<file path="config.mk">
export PLATFORM = sky130hd
export DESIGN_NAME = alu_share_arbiter
export DESIGN_NICKNAME = d
export VERILOG_FILES = /design/src/rtl/alu_pkg.sv /design/src/rtl/alu_share_arbiter_rr_arb2.sv /design/src/rtl/alu_share_arbiter.sv
export SDC_FILE = /design/constraint.sdc
export NUM_CORES = 1
export LEC_CHECK = 0
export ABC_CLOCK_PERIOD_IN_PS = 1600
export CORE_MARGIN = 2
export CORE_UTILIZATION = 38
export CTS_BUF_LIST = sky130_fd_sc_hd__clkbuf_16
export DETAILED_ROUTE_END_ITERATION = 10
export GPL_TIMING_DRIVEN = 0
export PLACE_DENSITY = 0.81
export SYNTH_ARGS = -nofsm -noshare
export SYNTH_HDL_FRONTEND = slang
export SYNTH_SLANG_ARGS = --single-unit
export TNS_END_PERCENT = 5
</file>
<file path="constraint.sdc">
create_clock -name clk -period 1.6 [get_ports clk]
set_clock_uncertainty 0.15 [all_clocks]
set_input_delay 0.32 -clock clk [delete_from_list [all_inputs] [get_ports clk]]
set_output_delay 0.32 -clock clk [all_outputs]
set_load 0.1 [all_outputs]
</file>
<file path="src/rtl/alu_pkg.sv">
// Shared ALU definitions: operation codes and the arbiter FSM state encoding.
// Used by the ALU control decoder and by alu_share_arbiter.
package alu_pkg;

    localparam logic [3:0] ALU_ADD    = 4'b0000;
    localparam logic [3:0] ALU_OR     = 4'b0001;
    localparam logic [3:0] ALU_SLL    = 4'b0010;
    localparam logic [3:0] ALU_SRL    = 4'b0011;
    localparam logic [3:0] ALU_OP_MAX = 4'b0011;

    typedef enum logic [1:0] {
        ST_IDLE = 2'd0,
        ST_EXEC = 2'd1,
        ST_RESP = 2'd2
    } arb_state_t;

endpackage

</file>
<file path="src/rtl/alu_share_arbiter_rr_arb2.sv">
// rr_arb2: two-way round-robin grant with a registered priority pointer.
// ptr_q names the requester that wins when both are requesting; every
// accepted grant hands priority to the other requester.
module rr_arb2 (
    input  logic       clk,
    input  logic       reset,
    input  logic [1:0] req,
    input  logic       accept,
    output logic [1:0] gnt
);

    logic ptr_q;
    logic ptr_d;

    // Grant: a lone requester always wins, a tie goes to the pointer.
    always_comb begin
        gnt = req;
        if (req == 2'b11) begin
            gnt = ptr_q ? 2'b10 : 2'b01;
        end
    end

    // Next pointer: on accept, point at the index that was not granted.
    always_comb begin
        ptr_d = ptr_q;
        if (accept) begin
            ptr_d = gnt[0];
        end
    end

    // Pointer register, req0 has priority out of reset.
    always_ff @(posedge clk) begin
        if (reset) begin
            ptr_q <= 1'b0;
        end else begin
            ptr_q <= ptr_d;
        end
    end

endmodule

</file>
<file path="src/rtl/alu_share_arbiter.sv">
// alu_share_arbiter: shares one combinational ALU between two requesters.
// IDLE accepts a request (round-robin), EXEC drives the ALU from registers
// and captures its result, RESP holds the result until the granted
// requester takes it. Optional feature macro: ALU_ARB_OPCHECK_EN (illegal
// op codes run as ADD with a zeroed result and raise resp_err_o).
module alu_share_arbiter
    import alu_pkg::*;
#(
    parameter int DATA_WIDTH = 32
) (
    input  logic                  clk,
    input  logic                  reset,
    input  logic                  req0_valid_i,
    input  logic                  req1_valid_i,
    output logic                  req0_ready_o,
    output logic                  req1_ready_o,
    input  logic [DATA_WIDTH-1:0] req0_a_i,
    input  logic [DATA_WIDTH-1:0] req1_a_i,
    input  logic [DATA_WIDTH-1:0] req0_b_i,
    input  logic [DATA_WIDTH-1:0] req1_b_i,
    input  logic [3:0]            req0_op_i,
    input  logic [3:0]            req1_op_i,
    output logic                  resp0_valid_o,
    output logic                  resp1_valid_o,
    input  logic                  resp0_ready_i,
    input  logic                  resp1_ready_i,
    output logic [DATA_WIDTH-1:0] resp_data_o,
    output logic [DATA_WIDTH-1:0] alu_a_o,
    output logic [DATA_WIDTH-1:0] alu_b_o,
    output logic [3:0]            alu_op_o,
`ifdef ALU_ARB_OPCHECK_EN
    output logic                  resp_err_o,
`endif
    input  logic [DATA_WIDTH-1:0] alu_result_i
);

    arb_state_t            state_q;
    logic                  gnt_idx_q;
    logic [DATA_WIDTH-1:0] alu_a_q;
    logic [DATA_WIDTH-1:0] alu_b_q;
    logic [3:0]            alu_op_q;
    logic [DATA_WIDTH-1:0] resp_data_q;

    logic [1:0]            req_vld;
    logic [1:0]            gnt;
    logic                  accept;
    logic                  resp_take;
    logic [DATA_WIDTH-1:0] sel_a_d;
    logic [DATA_WIDTH-1:0] sel_b_d;
    logic [3:0]            sel_op_d;
    logic [3:0]            alu_op_d;

    assign req_vld = {req1_valid_i, req0_valid_i};

    // Accept only in IDLE; reset masks ready so no handshake completes while it is held.
    assign accept       = (state_q == ST_IDLE) && (req_vld != 2'b00) && !reset;
    assign req0_ready_o = accept && gnt[0];
    assign req1_ready_o = accept && gnt[1];

    rr_arb2 u_rr_arb2 (
        .clk    (clk),
        .reset  (reset),
        .req    (req_vld),
        .accept (accept),
        .gnt    (gnt)
    );

    // Operand/op mux toward the ALU drive registers, following the grant.
    always_comb begin
        sel_a_d  = gnt[1] ? req1_a_i  : req0_a_i;
        sel_b_d  = gnt[1] ? req1_b_i  : req0_b_i;
        sel_op_d = gnt[1] ? req1_op_i : req0_op_i;
    end

`ifdef ALU_ARB_OPCHECK_EN
    logic op_err_q;
    logic op_err_d;

    // Illegal op codes are replaced by ADD so the ALU never sees them.
    always_comb begin
        op_err_d = (sel_op_d > ALU_OP_MAX);
        alu_op_d = op_err_d ? ALU_ADD : sel_op_d;
    end

    assign resp_err_o = (state_q == ST_RESP) && op_err_q;

    // Error flag travels with the transaction from accept to RESP.
    always_ff @(posedge clk) begin
        if (reset) begin
            op_err_q <= 1'b0;
        end else if (accept) begin
            op_err_q <= op_err_d;
        end
    end
`else
    // Op codes pass through unchanged.
    always_comb begin
        alu_op_d = sel_op_d;
    end
`endif

    assign resp_take = gnt_idx_q ? resp1_ready_i : resp0_ready_i;

    // Arbiter FSM with registered ALU drive and result; ALU drive holds outside accepts.
    always_ff @(posedge clk) begin
        if (reset) begin
            state_q     <= ST_IDLE;
            gnt_idx_q   <= 1'b0;
            alu_a_q     <= '0;
            alu_b_q     <= '0;
            alu_op_q    <= ALU_ADD;
            resp_data_q <= '0;
        end else begin
            case (state_q)
                ST_IDLE: begin
                    if (accept) begin
                        gnt_idx_q <= gnt[1];
                        alu_a_q   <= sel_a_d;
                        alu_b_q   <= sel_b_d;
                        alu_op_q  <= alu_op_d;
                        state_q   <= ST_EXEC;
                    end
                end
                ST_EXEC: begin
`ifdef ALU_ARB_OPCHECK_EN
                    resp_data_q <= op_err_q ? '0 : alu_result_i;
`else
                    resp_data_q <= alu_result_i;
`endif
                    state_q <= ST_RESP;
                end
                ST_RESP: begin
                    if (resp_take) begin
                        state_q <= ST_IDLE;
                    end
                end
                default: state_q <= ST_IDLE;
            endcase
        end
    end

    assign resp0_valid_o = (state_q == ST_RESP) && !gnt_idx_q;
    assign resp1_valid_o = (state_q == ST_RESP) &&  gnt_idx_q;
    assign resp_data_o   = resp_data_q;
    assign alu_a_o       = alu_a_q;
    assign alu_b_o       = alu_b_q;
    assign alu_op_o      = alu_op_q;

endmodule

</file>
==> metrics, run 1 <==
Boundary Pins about 280; leakage ~3 nW; reg2reg end alu_b_o[22]; pre-CTS setup slack -1.76 ns; worst-skew pair later-pin latency about 0.33 ns; Final Setup Violations 64; Post-Synthesis Cells between 500 and 600; grt ovf 0; distinct cell type count after synthesis 28; Final Hold Fails 0; first-pass GRT wire length 28,400 um; Initial Util 39.1%; synth warn 0; Num CTS Buffers 9; Layout Utilization between 60% and 70%; Net Count, Synth ~750; clk sink count 104; PD cells between 1000 and 1500 mW/mm^2; CTS HTree Levels 3; Layout Nets between 1,000 and 1,500; CP arrival 1.53 ns; Period minus WS final approximately 2 ns; DRC viols 0; Max-Cap Viols 0; Clock transition at path regs about 0.060 ns; pin count of the biggest net entering global routing 17; Worst-Margin Slew approximately 0.65 ns; Setup crit start state_q[0]; CTS hold repair buffers 0; Highest Clock Rate roughly 500 MHz; via count of the first global-routing pass about 5,600; clock root buffer clkbuf_16; diodes inserted 0; Clock Path Buffers 2; Port Buffers ~280; cell area after layout 0.00798 sq mm; Seq/Total Area, Yosys 44.0%; Critical Path Sink Type output pin; Crit Reg-Reg Startpoint state_q[0]; Crit Path Max Fanout 6; Critical Path RT 1.13 ns; die footprint around 0.013 sq mm; status finished, violations left; fin crit share 125%; total track usage 27.1%; Detail Route Antenna Nets 0; DR vias ~5,700; final worst slack -0.401 ns; Worst Hold Class input port to flip-flop; First DRT Iteration DRCs 370; Reg2Reg Setup Slack -0.09 ns; Synth area leaders dfxtp_1 (44%), a311oi_1 (11%), a21oi_1 (9.8%); Synth area leader dfxtp_1; antenna violations before repair 0; Setup CP Type flip-flop to output pin; Die X about 120 um; P&R area growth vs syn 68.6%; Yosys reg bits between 100 and 150; Routability Congestion approximately 0.83; worst reg2reg path depth 6; RSZ-0062 raised after global routing yes; overall power roughly 9.4 mW; Die H around 120 um; Post-Route WL about 19,000 um; Yosys top cell area share between 40% and 50%; synthesized cell area 0.00474 sq mm; failing checks negative setup slack; commonest non-fill, non-tap cell in the layout clkdlybuf4s50_1; Slew HR a little under three fifths; Area after DPL around 0.0078 sq mm; Synth Area per Inst about 8.3 sq um; area of the core ~0.012 sq mm; most frequent cells in the layout clkdlybuf4s50_1 (170), dfxtp_1 (100), a21oi_1 (93), nand3_1 (70), o21ai_0 (69); TritonCTS clock tree yes; final hold slack about 0.29 ns; Setup crit end req1_ready_o; HPWL after DPL 14,200 um; Critical Path Start Type flip-flop; detailed-router iteration count before antenna repair 5; fin. max-slew vios 0; layout cell share with drive strength beyond 1 24.6%; via/cell ratio approximately 5.5; maximum VDD drop 0.626 mV; routed wire length per instance 18.3 um; Row Count 40
[Yosys cell counts, drive strengths merged]
cell type,number
nand3,70
nor2,4
buf,48
dfxtp,104
o21ai,70
nand2b,2
or2,2
and2b,1
nor3,1
clkbuf,24
nand2,67
a311oi,68
a21oi,103
mux2i,1
inv,1
nor2b,1
nor3b,1
nor4,1
nand3b,1
and3b,1
[per-layer routing]
| metal | GRT usage (%) | wire length (um) | vias up |
|---|---|---|---|
| li1 | - | - | 2713 |
| met3 | 7.48 | 1770 | 23 |
| met1 | 30.5 | 7180 | 2654 |
| met5 | 0 | 0 | - |
| met2 | 49.7 | 9750 | 289 |
| met4 | 8.57 | 293 | 0 |
[where the power goes]
group / switching, mW / leakage, nW / internal, mW
Clock: 0.960 / 0.134 / 1.20
Combinational: 2.97 / 2.05 / 1.20
Sequential: 0.172 / 0.861 / 2.87
Total: 4.10 / 3.05 / 5.27
[flip-flops by register name (all words and copies together) (netlist names)]
register and cells:
alu_a_o 32, alu_b_o 32, resp_data_o 32, alu_op_o 4, state_q 2, gnt_idx_q 1, u_rr_arb2.ptr_q 1
[cell type report]
type	instances	area, sq um
sequential	104	2090
multi-input combinational	394	2350
timing repair buffer	287	2560
buffer	71	478
clock inverter	7	63.8
inverter	1	6.26
clock buffer	9	225
fill	1022	4130
tap	168	210
[worst max-delay path: stages, from the launching register on]
cell     delay, ns
dfxtp_4       0.37
or2_4         0.28
nor4_4        0.29
buf_6         0.26
[logic make-up (layout without fill, tap and decap cells)]
group / count (synthesis) / in the layout / share of synthesized area (%)
multiplexers: 1 / 1 / 0.211
buffers and inverters: 73 / 375 / 8.00
AND/OR/NAND/NOR: 152 / 152 / 14.7
AO/OA/AOI/OAI: 241 / 241 / 33.1
flip-flops: 104 / 104 / 44.0
[worst min-delay path by stage]
| stage | startpoint | endpoint | slack, ns | cells after the start |
|---|---|---|---|---|
| 2_1_floorplan | alu_result_i[10] | resp_data_o[10] | 0.31 | 2 |
| 3_3_place_gp | resp_data_o[15] | resp_data_o[15] | 0.29 | 2 |
| 3_5_place_dp | resp_data_o[31] | resp_data_o[31] | 0.30 | 2 |
| 4_1_cts | req0_valid_i | u_rr_arb2.ptr_q | 0.23 | 3 |
| 5_1_grt | req0_valid_i | u_rr_arb2.ptr_q | 0.31 | 3 |
| 6_report | req0_valid_i | u_rr_arb2.ptr_q | 0.29 | 3 |
[stage by stage]
stage | setup TNS, ns | std cells
4_1_cts | -1.17 | 1034
3_5_place_dp | -75.70 | 1014
5_1_grt | -6.98 | 1041
3_3_place_gp | -70.60 | 1014
6_report | -3.86 | 1041
2_1_floorplan | -1.76 | 571
[what timing repair did]
item	CTS	global route
buffers inserted	4	8
pin swaps	7	6
resized for setup	588	71
endpoints found under the setup margin	173	119
Note: power is estimated with default switching activity, not from simulation.
==> inputs of run 2 (changes only) <==
Settings changed: CTS_BUF_LIST sky130_fd_sc_hd__clkbuf_16 to unset.
==> metrics, run 2 (same netlist as run 1, synthesis figures left out) <==
Critical Path Sink Type output pin; Worst Hold Class input port to flip-flop; worst-skew pair later-pin latency 0.33 ns (about the same); cell count of the worst hold path 3 (unchanged); Register Area 0.00209 sq mm (unchanged); CTS HTree Levels 3 (unchanged); leakage 3.06 nW (+0.23%); via count of the first global-routing pass 5,574 (-0.036%); detailed-router iteration count before antenna repair 5 (unchanged); Critical Path Start Type flip-flop; Routability Congestion 0.833 (unchanged); Initial Util 39.1% (unchanged); status finished, violations left; Period minus WS final 2.00 ns (+0.00253 ns); Die X 116 um (unchanged); Layout Nets 1,042 (unchanged); Worst-Margin Slew 0.648 ns (-0.00146 ns); PD cells 1180 mW/mm^2 (+0.85%); fin. max-slew vios 0 (unchanged); fin cells 1,041 (unchanged); Setup CP Type flip-flop to output pin; final hold slack 0.292 ns (+0.00350 ns); HPWL after DPL 14,200 um (unchanged); Detail Route Antenna Nets 0 (unchanged); clk sink count 104 (unchanged); final worst slack -0.404 ns (-0.00253 ns); Worst Hold End u_rr_arb2.ptr_q; via/cell ratio 5.48 (+0.41%); die footprint 0.0134 sq mm (unchanged); RSZ-0062 raised after global routing yes; DRC viols 0 (unchanged); routed wire length per instance 18.3 um (+0.19%); total track usage 27.1% (-0.033 points); Port Buffers 275 (unchanged); FILL cells 1,018 (-0.39%); worst path cell trace or2_4 -> nor4_4 -> buf_6; failing checks negative setup slack; Final Setup Violations 64 (unchanged); maximum VDD drop 0.654 mV (+4.5%); CP arrival 1.53 ns (about the same); reg2reg end alu_a_o[5]; diodes inserted 0 (unchanged); slowest library cell on the worst path dfxtp_4; Max-Cap Viols 0 (unchanged); Reg2Reg Setup Slack -0.09 ns (about the same); Row Count 40 (unchanged); Post-Route WL 19,000 um (+0.19%); overall power 9.48 mW (+1.1%); grt ovf 0 (unchanged); min-delay src req0_valid_i; antenna violations before repair 0 (unchanged); slowest cell delay on critical path 0.37 ns (about the same); Crit Reg-Reg Startpoint state_q[0]; Clock transition at path regs 0.06 ns (about the same); clock root buffer clkbuf_16; Boundary Pins 278 (unchanged); Highest Clock Rate 499 MHz (-0.13%); most frequent cells in the layout clkdlybuf4s50_1 (170), dfxtp_1 (100), a21oi_1 (93), nand3_1 (70), o21ai_0 (69); Post-Place Cells 1,014 (unchanged); P&R area growth vs syn 69.0%; area of the core 0.0121 sq mm (unchanged); Crit Path Max Fanout 6 (unchanged); First DRT Iteration DRCs 391 (+5.7%); CTS hold repair buffers 0 (unchanged); area of the multi-input gates 0.00235 sq mm (unchanged); DR vias 5,702 (+0.41%); fin crit share 125% (+0.16 points); Critical Path RT 1.13 ns (about the same); commonest non-fill, non-tap cell in the layout clkdlybuf4s50_1; Num CTS Buffers 9 (unchanged); first-pass GRT wire length 28,400 um (-0.12%); TritonCTS clock tree yes; Final Hold Fails 0 (unchanged); Die H 116 um (unchanged); layout cell share with drive strength beyond 1 24.9% (+0.23 points); Clock Path Buffers 2 (unchanged); pin count of the biggest net entering global routing 17 (unchanged); worst reg2reg path depth 6 (unchanged); Slew HR 56.8% (+0.097 points); setup TNS -4.00 ns (-0.147 ns)
-- run 2: cell count changes in the layout (fill, tap and decap cells not counted), sizes merged --
cell    before  now
clkinv       2    0
clkbuf      87   90
inv          2    1
-- run 2: how the worst max path moves through the flow --
stage / from / to / slack, ns / depth (start not counted)
2_1_floorplan: req1_valid_i / req1_ready_o / -0.63 / 5
3_3_place_gp: req0_valid_i / req0_ready_o / -1.71 / 7
3_5_place_dp: req0_valid_i / req0_ready_o / -1.76 / 7
4_1_cts: u_rr_arb2.ptr_q / req1_ready_o / -0.40 / 4
5_1_grt: state_q[0] / req1_ready_o / -0.44 / 3
6_report: state_q[0] / req1_ready_o / -0.40 / 3
-- run 2: critical path, delay by kind of cell, from the launching register on --
family | cells | cell delay, ns
AND/OR/NAND/NOR | 2 | 0.57
flip-flops | 1 | 0.37
buffers and inverters | 1 | 0.26
-- run 2: report_power, final --
| part | switching [mW] | internal [mW] | leakage [nW] |
|---|---|---|---|
| registers | 0.171 | 2.87 | 0.861 |
| clock network | 0.958 | 1.30 | 0.141 |
| logic | 2.97 | 1.20 | 2.05 |
| total | 4.10 | 5.38 | 3.06 |
-- run 2: area by class of cell --
| cell class | count | area share [%] |
|---|---|---|
| plain buffers | 71 | 5.97 |
| flip-flops and latches | 104 | 26.1 |
| repair buffers | 287 | 32.0 |
| clock buffers | 12 | 3.21 |
| multi-input cells | 394 | 29.3 |
| clock inverters | 4 | 0.657 |
| inverters | 1 | 0.0782 |
| well taps | 168 | 2.63 |
-- run 2: routing by layer --
layer,global-route usage (%),vias to the layer above,routed length (um)
met5,0,-,0
met4,8.57,0,313
met3,7.64,23,1750
met2,49.6,283,9710
met1,30.4,2682,7260
li1,-,2714,-
-- run 2: timing repair --
action,CTS,global route
setup buffers,4,8
resized for setup,588,71
pin swaps,7,6
endpoints found under the setup margin,173,119
-- run 2: through the flow --
step	setup WS (ns)	cell area, sq um	util, %
after floorplan	-0.634	4790	-
final	-0.404	8000	66.1
after global routing	-0.439	8000	66.1
after global placement	-1.71	7750	64.0
after CTS	-0.396	7780	64.2
after detailed placement	-1.76	7750	64.0
